==> src/rtl/alu_arbiter.sv <==
// alu_arbiter: shares one ALU between n_req requesters.
// Requests are granted round-robin and issued to the ALU with a one-cycle
// registered strobe. The index of each issuing requester goes into an
// in-order tag FIFO. Each ALU result pops that FIFO and is routed back to
// the requester that issued it.
// Ports:
//   clk, rst           clock, synchronous active-high reset
//   clr                synchronous flush (err_o is kept)
//   req_valid_i/ready  per-requester handshake (ready is combinational)
//   req_op/key/A/B_i   packed per-requester payload, requester i in slice i
//   rsp_valid/key/O_o  per-requester result strobe and held result
//   alu_*_o            issue side towards the ALU
//   alu_valid/key/O_i  in-order result side from the ALU
//   busy_o             tag FIFO non-empty
//   err_o              sticky: ALU result arrived with no outstanding tag
// max_out must be a power of two, at least 2.
module alu_arbiter #(
  parameter int unsigned n_req     = 2,
  parameter int unsigned op_bits   = 8,
  parameter int unsigned key_bits  = 8,
  parameter int unsigned data_bits = 32,
  parameter int unsigned max_out   = 4
) (
  input  logic                         clk,
  input  logic                         rst,
  input  logic                         clr,
  input  logic [n_req-1:0]             req_valid_i,
  output logic [n_req-1:0]             req_ready_o,
  input  logic [n_req*op_bits-1:0]     req_op_i,
  input  logic [n_req*key_bits-1:0]    req_key_i,
  input  logic [n_req*data_bits-1:0]   req_A_i,
  input  logic [n_req*data_bits-1:0]   req_B_i,
  output logic [n_req-1:0]             rsp_valid_o,
  output logic [n_req*key_bits-1:0]    rsp_key_o,
  output logic [n_req*data_bits-1:0]   rsp_O_o,
  output logic                         alu_valid_o,
  output logic [op_bits-1:0]           alu_op_o,
  output logic [key_bits-1:0]          alu_key_o,
  output logic [data_bits-1:0]         alu_A_o,
  output logic [data_bits-1:0]         alu_B_o,
  input  logic                         alu_valid_i,
  input  logic [key_bits-1:0]          alu_key_i,
  input  logic [data_bits-1:0]         alu_O_i,
  output logic                         busy_o,
  output logic                         err_o
);

  localparam int unsigned idx_bits = (n_req > 1) ? $clog2(n_req) : 1;
  localparam int unsigned ptr_bits = (max_out > 1) ? $clog2(max_out) : 1;
  localparam int unsigned cnt_bits = $clog2(max_out + 1);
  localparam logic [idx_bits-1:0] last_idx = idx_bits'(n_req - 1);
  localparam logic [cnt_bits-1:0] full_cnt = cnt_bits'(max_out);

  logic [idx_bits-1:0]        r_last_grant;
  logic [idx_bits-1:0]        r_tag [max_out];
  logic [ptr_bits-1:0]        r_wr_ptr;
  logic [ptr_bits-1:0]        r_rd_ptr;
  logic [cnt_bits-1:0]        r_count;
  logic                       r_alu_valid;
  logic [op_bits-1:0]         r_alu_op;
  logic [key_bits-1:0]        r_alu_key;
  logic [data_bits-1:0]       r_alu_A;
  logic [data_bits-1:0]       r_alu_B;
  logic [n_req-1:0]           r_rsp_valid;
  logic [n_req*key_bits-1:0]  r_rsp_key;
  logic [n_req*data_bits-1:0] r_rsp_O;
  logic                       r_busy;
  logic                       r_err;

  logic [n_req-1:0]    w_grant_vec;
  logic [idx_bits-1:0] w_grant_idx;
  logic [idx_bits-1:0] w_cand;
  logic                w_grant_any;
  logic                w_push;
  logic                w_pop;
  logic                w_drop;
  logic [idx_bits-1:0] w_head;
  logic [cnt_bits-1:0] w_count_nxt;

  // Round-robin scan starting just after the last grant; gated by the registered count.
  always_comb begin
    w_grant_vec = '0;
    w_grant_idx = '0;
    w_grant_any = 1'b0;
    w_cand      = '0;
    if (r_count < full_cnt) begin
      for (int unsigned k = 1; k <= n_req; k++) begin
        w_cand = idx_bits'((32'(r_last_grant) + k) % n_req);
        if (!w_grant_any && req_valid_i[w_cand]) begin
          w_grant_any = 1'b1;
          w_grant_idx = w_cand;
        end
      end
    end
    if (w_grant_any) begin
      w_grant_vec[w_grant_idx] = 1'b1;
    end
  end

  assign req_ready_o = w_grant_vec;
  assign w_push      = w_grant_any;
  assign w_pop       = alu_valid_i && (r_count != '0);
  assign w_drop      = alu_valid_i && (r_count == '0);
  assign w_head      = r_tag[r_rd_ptr];

  // Occupancy after this cycle's push/pop.
  always_comb begin
    w_count_nxt = r_count;
    if (w_push && !w_pop) begin
      w_count_nxt = r_count + cnt_bits'(1);
    end else if (!w_push && w_pop) begin
      w_count_nxt = r_count - cnt_bits'(1);
    end
  end

  // Tag storage; contents are meaningless while the FIFO is empty, so no reset.
  always_ff @(posedge clk) begin
    if (w_push && !rst && !clr) begin
      r_tag[r_wr_ptr] <= w_grant_idx;
    end
  end

  // Issue, response routing and FIFO bookkeeping.
  always_ff @(posedge clk) begin
    if (rst || clr) begin
      r_last_grant <= last_idx;
      r_wr_ptr     <= '0;
      r_rd_ptr     <= '0;
      r_count      <= '0;
      r_alu_valid  <= 1'b0;
      r_alu_op     <= '0;
      r_alu_key    <= '0;
      r_alu_A      <= '0;
      r_alu_B      <= '0;
      r_rsp_valid  <= '0;
      r_rsp_key    <= '0;
      r_rsp_O      <= '0;
      r_busy       <= 1'b0;
      if (rst) begin
        r_err <= 1'b0;
      end
    end else begin
      r_alu_valid <= w_push;
      if (w_push) begin
        r_alu_op     <= req_op_i[w_grant_idx*op_bits +: op_bits];
        r_alu_key    <= req_key_i[w_grant_idx*key_bits +: key_bits];
        r_alu_A      <= req_A_i[w_grant_idx*data_bits +: data_bits];
        r_alu_B      <= req_B_i[w_grant_idx*data_bits +: data_bits];
        r_last_grant <= w_grant_idx;
        r_wr_ptr     <= r_wr_ptr + 1'b1;
      end
      r_rsp_valid <= '0;
      if (w_pop) begin
        r_rsp_valid[w_head]                        <= 1'b1;
        r_rsp_key[w_head*key_bits +: key_bits]     <= alu_key_i;
        r_rsp_O[w_head*data_bits +: data_bits]     <= alu_O_i;
        r_rd_ptr                                   <= r_rd_ptr + 1'b1;
      end
      if (w_drop) begin
        r_err <= 1'b1;
      end
      r_count <= w_count_nxt;
      r_busy  <= (w_count_nxt != '0);
    end
  end

  assign alu_valid_o = r_alu_valid;
  assign alu_op_o    = r_alu_op;
  assign alu_key_o   = r_alu_key;
  assign alu_A_o     = r_alu_A;
  assign alu_B_o     = r_alu_B;
  assign rsp_valid_o = r_rsp_valid;
  assign rsp_key_o   = r_rsp_key;
  assign rsp_O_o     = r_rsp_O;
  assign busy_o      = r_busy;
  assign err_o       = r_err;

endmodule

==> config.mk <==
export PLATFORM = sky130hd
export DESIGN_NAME = alu_arbiter
export DESIGN_NICKNAME = d
export VERILOG_FILES = /design/src/rtl/alu_arbiter.sv
export SDC_FILE = /design/constraint.sdc
export NUM_CORES = 1
export LEC_CHECK = 0
export CORE_AREA = 3 3 142 144
export CTS_CLUSTER_DIAMETER = 60
export DETAILED_ROUTE_END_ITERATION = 8
export DIE_AREA = 0 0 145 147
export DONT_BUFFER_PORTS = 1
export PLACE_DENSITY_LB_ADDON = 0.1
export SKIP_CTS_REPAIR_TIMING = 1
export SYNTH_ARGS = -nofsm -noshare
export SYNTH_HDL_FRONTEND = slang
export SYNTH_SLANG_ARGS = --single-unit
==> constraint.sdc <==
create_clock -name clk -period 2.1 [get_ports clk]
set_clock_uncertainty 0.15 [all_clocks]
set_input_delay 0.21 -clock clk [delete_from_list [all_inputs] [get_ports clk]]
set_output_delay 0.21 -clock clk [all_outputs]
set_load 0.02 [all_outputs]
==> summary.md <==
| Metric | Value |
|---|---|
| H-tree Lvls | `4` |
| Top-area cell type share of the netlist area | `48.81%` |
| YS warnings | `0` |
| Total track usage | `18.88%` |
| Register bit total from synthesis | `179` |
| Highest-count cells in the layout ignoring fill and taps | `203 x dlygate4sd3_1, 173 x dfxtp_1, 169 x nor2_1, 163 x nand2_1, 162 x a21oi_1` |
| CP Data Arrival Time | `2.13 ns` |
| Psw | `between 2000 and 2500 uW` |
| Main area contributors after synthesis | `dfxtp_1 49%, a21oi_1 11%, a2bb2oi_1 9.8%, nor2_1 9.0%, nand2_1 8.6%` |
| PwrDens | `809.2 nW/um2` |
| Critical Path End Type | `flip-flop` |
| Post-DR wirelength/cell | `18.01 um` |
| Worst setup path start | `r_count[0]` |
| # IOs | `roughly 370` |
| Post-route ant nets | `0` |
| Syn_nets | `about 1100` |
| Final period util | `roughly 95%` |
| DRC | `0` |
| Initial Util | `37.90%` |
| Lkg Pwr | `between 0.003 and 0.004 uW` |
| Synth area leader | `dfxtp_1` |
| Worst setup path end | `busy_o` |
| Seq/Total Area, Yosys | `50.91%` |
| Syn avg cell area | `8.147 um2` |
| Req. time, crit path | `2.24 ns` |
| DRT Pass-1 Iters | `4` |
| Share of cells above drive strength 1 | `5.529%` |
| Max-cap violations | `0` |
| Die area | `21320 um2` |
| First-pass GRT wire length | `32.55 mm` |
| Final hold viol count | `1` |
| Largest net degree at the start of global routing | `125` |
| Post-DP HPWL | `14.73 mm` |
| Fin crit period | `1.985 ns` |
| CTS tree | `done` |
| Gr ovfl total | `0` |
| Hold slack | `-0.007668 ns` |
| TNS Setup | `0 ns` |
| Worst-Skew Late Latency | `0.41 ns` |
| Status | `finished, violations left` |
| Async S/R FF share, synth | `0%` |
| Syn Inst Count | `876` |
| Switching Fraction | `25.89%` |
| Vias in the first global route | `~5900` |
| Setup violations, final | `0` |
| Clk pin slew, worst setup/hold paths | `approximately 0.070 ns` |
| Power share of the clock group | `40.8%` |
| Worst Tran Pin Value | `0.5524 ns` |
| RR Startpoint | `r_count[0]` |
| Total CTS buffers | `17` |
| Seq pwr share | `46.1%` |
| Rows | `50` |
| FF-to-FF setup slack | `0.11 ns` |
| Vias/cell | `between 5 and 6` |
| Total power draw | `8103 uW` |
| R2R depth | `7` |
| Distinct cell type count of the synthesized netlist | `38` |
| Chip width | `145 um` |
| Dominant synthesized flop cell | `dfxtp_1` |
| Drt initial violations | `246` |
| CP Launch Type | `flip-flop` |
| Core region area | `18830 um2` |
| Height of the die | `between 100 and 150 um` |
| Crit Path Class | `flip-flop to flip-flop` |
| Number of flops mapped to enable cells by yosys | `5` |
| Relative slew margins | `roughly 63%` |
| Synth-to-layout area growth | `40.31%` |
| Final Max Slew Viols | `0` |
| Finished Core Util | `53.18%` |
| Logic pwr share | `13.1%` |
| FMAX | `approximately 0.5 GHz` |
| Worst r2r dst | `busy_o` |
| Via Count | `6814` |
| Peak VDD IR | `0.4895 mV` |
| Critical-path maximum fanout | `6` |
| CTS root buffer | `clkbuf_16` |
| Leading cell type in the layout, fill and taps excluded | `dlygate4sd3_1` |
| CTS max path bufs | `2` |
| I/O Buffers | `0` |
| Clock sink count | `179` |
| Min-delay worst type | `primary input to flip-flop` |
| Pint | `6005 uW` |
| Final Wtd Congestion | `0.7866` |
| Routed WL | `approximately 24 mm` |
| Initial antenna violation count | `1` |
| Nets | `1251` |
| Post-Syn Area | `7137 um2` |
| RSZ-0062 raised after global routing | `false` |
| Violated checks | `negative hold slack` |
==> through the flow <==
step	cells	area [um2]	hold slack (ns)	worst slack (ns)
finish	1310	10010	-0.007668	0.1148
global route	1310	10010	0.006881	0.02896
CTS	1106	7970	-0.2561	0.04499
detailed placement	1076	7361	0.2028	0.09734
global placement	1076	7361	0.1975	0.1290
floorplan	876	7137	0.1960	0.3387
==> power groups by stage <==
| stage | clock, uW | sequential, uW | combinational (uW) |
|---|---|---|---|
| after floorplan | 0 | 3770 | 585 |
| after global placement | 0 | 3810 | 700 |
| after detailed placement | 0 | 3810 | 725 |
| after CTS | 3420 | 3730 | 725 |
| after global routing | 3560 | 3740 | 1160 |
| final | 3310 | 3730 | 1060 |
==> cell usage after synthesis (2+ instances only) <==
cell type / n
xnor2_1: 2
xor2_1: 2
nand3_1: 2
nor2_1: 171
buf_2: 28
dfxtp_1: 174
nand2_1: 163
inv_1: 8
ha_1: 7
and2_1: 4
a2bb2oi_1: 80
clkbuf_1: 39
buf_6: 4
buf_1: 2
nor3_1: 2
edfxtp_1: 5
a21oi_1: 162
==> flip-flops by register name (all words and copies together), names as in the netlist, named ones only <==
register,count
rsp_O_o,64
alu_A_o,32
alu_B_o,32
rsp_key_o,16
alu_key_o,8
alu_op_o,8
r_tag,4
r_count,3
r_rd_ptr,2
r_wr_ptr,2
rsp_valid_o,2
alu_valid_o,1
busy_o,1
err_o,1
r_last_grant,1
==> metal layers <==
metal | wire [um] | global-route usage [%]
met1 | 8749 | 19.44
met2 | 11920 | 34.13
met3 | 2320 | 8.729
met4 | 601 | 6.223
met5 | 0 | 0
==> worst max-delay path, cell delays in order (launching register included) <==
cell      delay (ns)
dfxtp_1         0.33
inv_1           0.10
ha_1            0.26
nand2b_2        0.14
a21oi_1         0.10
a221oi_1        0.31
nor2_1          0.10
a2111o_1        0.38
==> worst min-delay path by stage <==
stage	endpoint	slack, ns	cells past startpoint	from
2_1_floorplan	rsp_O_o[0]	0.20	2	alu_O_i[0]
3_3_place_gp	rsp_O_o[54]	0.20	2	alu_O_i[22]
3_5_place_dp	rsp_key_o[4]	0.20	2	alu_key_i[4]
4_1_cts	rsp_key_o[4]	-0.26	2	alu_key_i[4]
5_1_grt	r_wr_ptr[1]	0.007	3	req_valid_i[0]
6_report	r_wr_ptr[1]	-0.008	3	req_valid_i[0]
==> logic make-up after synthesis <==
kind of cell	Yosys count	share of synthesized area (%)
muxes	1	0.3155
and+or+nand+nor	348	18.79
buffers and inverters	83	5.330
DFF	179	50.91
adders and majority gates	8	1.385
AOI/OAI and AO/OA	253	22.77
xor gates and xnor gates	4	0.4910
==> final cells by class <==
cell class,count,area (um2)
Antenna cell,1,2.502
Clock buffer,18,439.2
Clock inverter,12,170.2
Fill cell,1691,8817
Inverter,9,33.78
Multi-Input combinational cell,614,3158
Sequential cell,179,3635
Tap cell,260,325.3
Timing Repair Buffer,217,2250
Power figures use the tool's default switching activity.
==> edit (same flow settings) <==
Change the parameter `n_req` from 2 to 1.
--- a/src/rtl/alu_arbiter.sv
+++ b/src/rtl/alu_arbiter.sv
@@ -15,7 +15,7 @@
 //   err_o              sticky: ALU result arrived with no outstanding tag
 // max_out must be a power of two, at least 2.
 module alu_arbiter #(
-  parameter int unsigned n_req     = 2,
+  parameter int unsigned n_req     = 1,
   parameter int unsigned op_bits   = 8,
   parameter int unsigned key_bits  = 8,
   parameter int unsigned data_bits = 32,
Interface: changed (9 resized); port bits go from 373 to 250. The function was not compared with the original's and may differ.
==> edit against the unedited design <==
- the run still ends with negative hold slack left
- power decreased by 21%
- worst setup slack improved by 0.044 ns
- largest power group is now clock
- synthesized cell count decreased by 35%
- area after synthesis decreased by 37%
- highest routed layer unchanged
- sequential share of layout area increased by 2.0 points
- sequential cell count decreased by 52
- critical path depth decreased by 3
- die area unchanged
- cell area decreased by 33%
- routed wire length decreased by 41%
==> edit: results (changes against the unedited design) <==
metric	value	unit	change
outcome	complete, but fails checks		unchanged
failing checks	negative hold slack		unchanged
ranking of synthesized cells by instance count	243 x nand2_1, 126 x dfxtp_1, 120 x a21oi_1		was 174 x dfxtp_1, 171 x nor2_1, 163 x nand2_1
peak supply drop	0.000478	V	was 0.000489 V
r2r startpoint	r_count[1]$_SDFF_PN0_		was r_count[0]$_SDFF_PN0_
Met2 Wirelength	7090	microns	was 11900 microns
Iter 0 DRT Violations	154		was 246
sequential fraction of the synthesis area	56.7	%	was 50.9%
CP max stage cell	dfxtp_1		was a2111o_1
CP arrival	1.58	ns	was 2.13 ns
maximum clock frequency	515	MHz	was 504 MHz
placed cell areas	4750	sq um	was 7360 sq um
Worst-Margin Slew	0.475	ns	was 0.552 ns
GPL Wtd Cong	0.738		was 0.787
Final Hold Fails	2		was 1
PD cells	962	nW/um^2	was 809 nW/um^2
vias per cell	4.33		was 5.20
initial antenna violation count	0		was 1
wl on met1	5460	microns	was 8750 microns
CP Max Fanout	45		was 6
final hold slack	-0.0106	ns	was -0.00767 ns
Lkg Pwr	2.42	nW	was 3.72 nW
largest cells by area after synthesis	dfxtp_1 56%, nand2_1 20%, a21oi_1 13%		was dfxtp_1 49%, a21oi_1 11%, a2bb2oi_1 9.8%
Met3 Routed Length	1230	microns	was 2320 microns
first-pass GRT wire length	20700	microns	was 32600 microns
largest net degree at the start of global routing	83		was 125
final net count	805		was 1251
EDFF count, synth	1		was 5
Avg WL per Cell	14.7	microns	was 18.0 microns
Synth Cell Area	4500	sq um	was 7140 sq um
number of global-route vias before repair	3779		was 5941
Tot GR Track Use	12.2	%	was 18.9%
beginning of the worst hold path	req_valid_i		was req_valid_i[0]
ant diodes	0		was 1
met3 Use GR	6.66	%	was 8.73%
Synthesized Nets	694		was 1089
r2r setup slk	0.23	ns	was 0.11 ns
## edit: cell families (layout without fill, tap and decap cells)
group	count (synthesis)	after routing	share of synthesized area (%)
fa+ha+maj	3	3	0.834
buf+inv	46	170	4.75
compound gates	128	128	14.8
xor+xnor	2	2	0.389
flops	127	127	56.7
simple gates	259	259	22.3
mux	1	1	0.222
## edit: final cells by class
cell class	instances	share of cell area, %
tap	260	4.88
inverter	5	0.282
timing repair buffer	133	20.4
multi-input combinational	393	26.2
sequential	127	38.3
clock buffer	21	7.38
clock inverter	11	2.61
## edit: path summary, 6_finish.rpt
check             cells after the start                  endpoint
setup reg to reg                      7  rsp_O_o[16]$_SDFFE_PN0N_
hold / removal                        3     r_count[1]$_SDFF_PN0_
setup / recovery                      4               req_ready_o
hold reg to reg                       2  rsp_O_o[30]$_SDFFE_PN0N_
## edit: power by group
| part | total [W] | switching [W] | internal, W |
|---|---|---|---|
| combinational | 0.000499 | 0.000246 | 0.000253 |
| sequential | 0.00262 | 0.000135 | 0.00248 |
| clock | 0.00329 | 0.00113 | 0.00217 |
| total | 0.00641 | 0.00151 | 0.00490 |
## edit: metrics by stage
step / power, W / std cells
3_3_place_gp: 0.00297 / 794
5_1_grt: 0.00669 / 950
6_report: 0.00641 / 950
2_1_floorplan: 0.00290 / 566
3_5_place_dp: 0.00298 / 794
4_1_cts: 0.00634 / 826
## edit: worst max-delay path, delay by kind of cell (launching register included)
kind	cells	cell delay (ns)
buf+inv	3	0.60
flops	1	0.37
simple gates	1	0.18
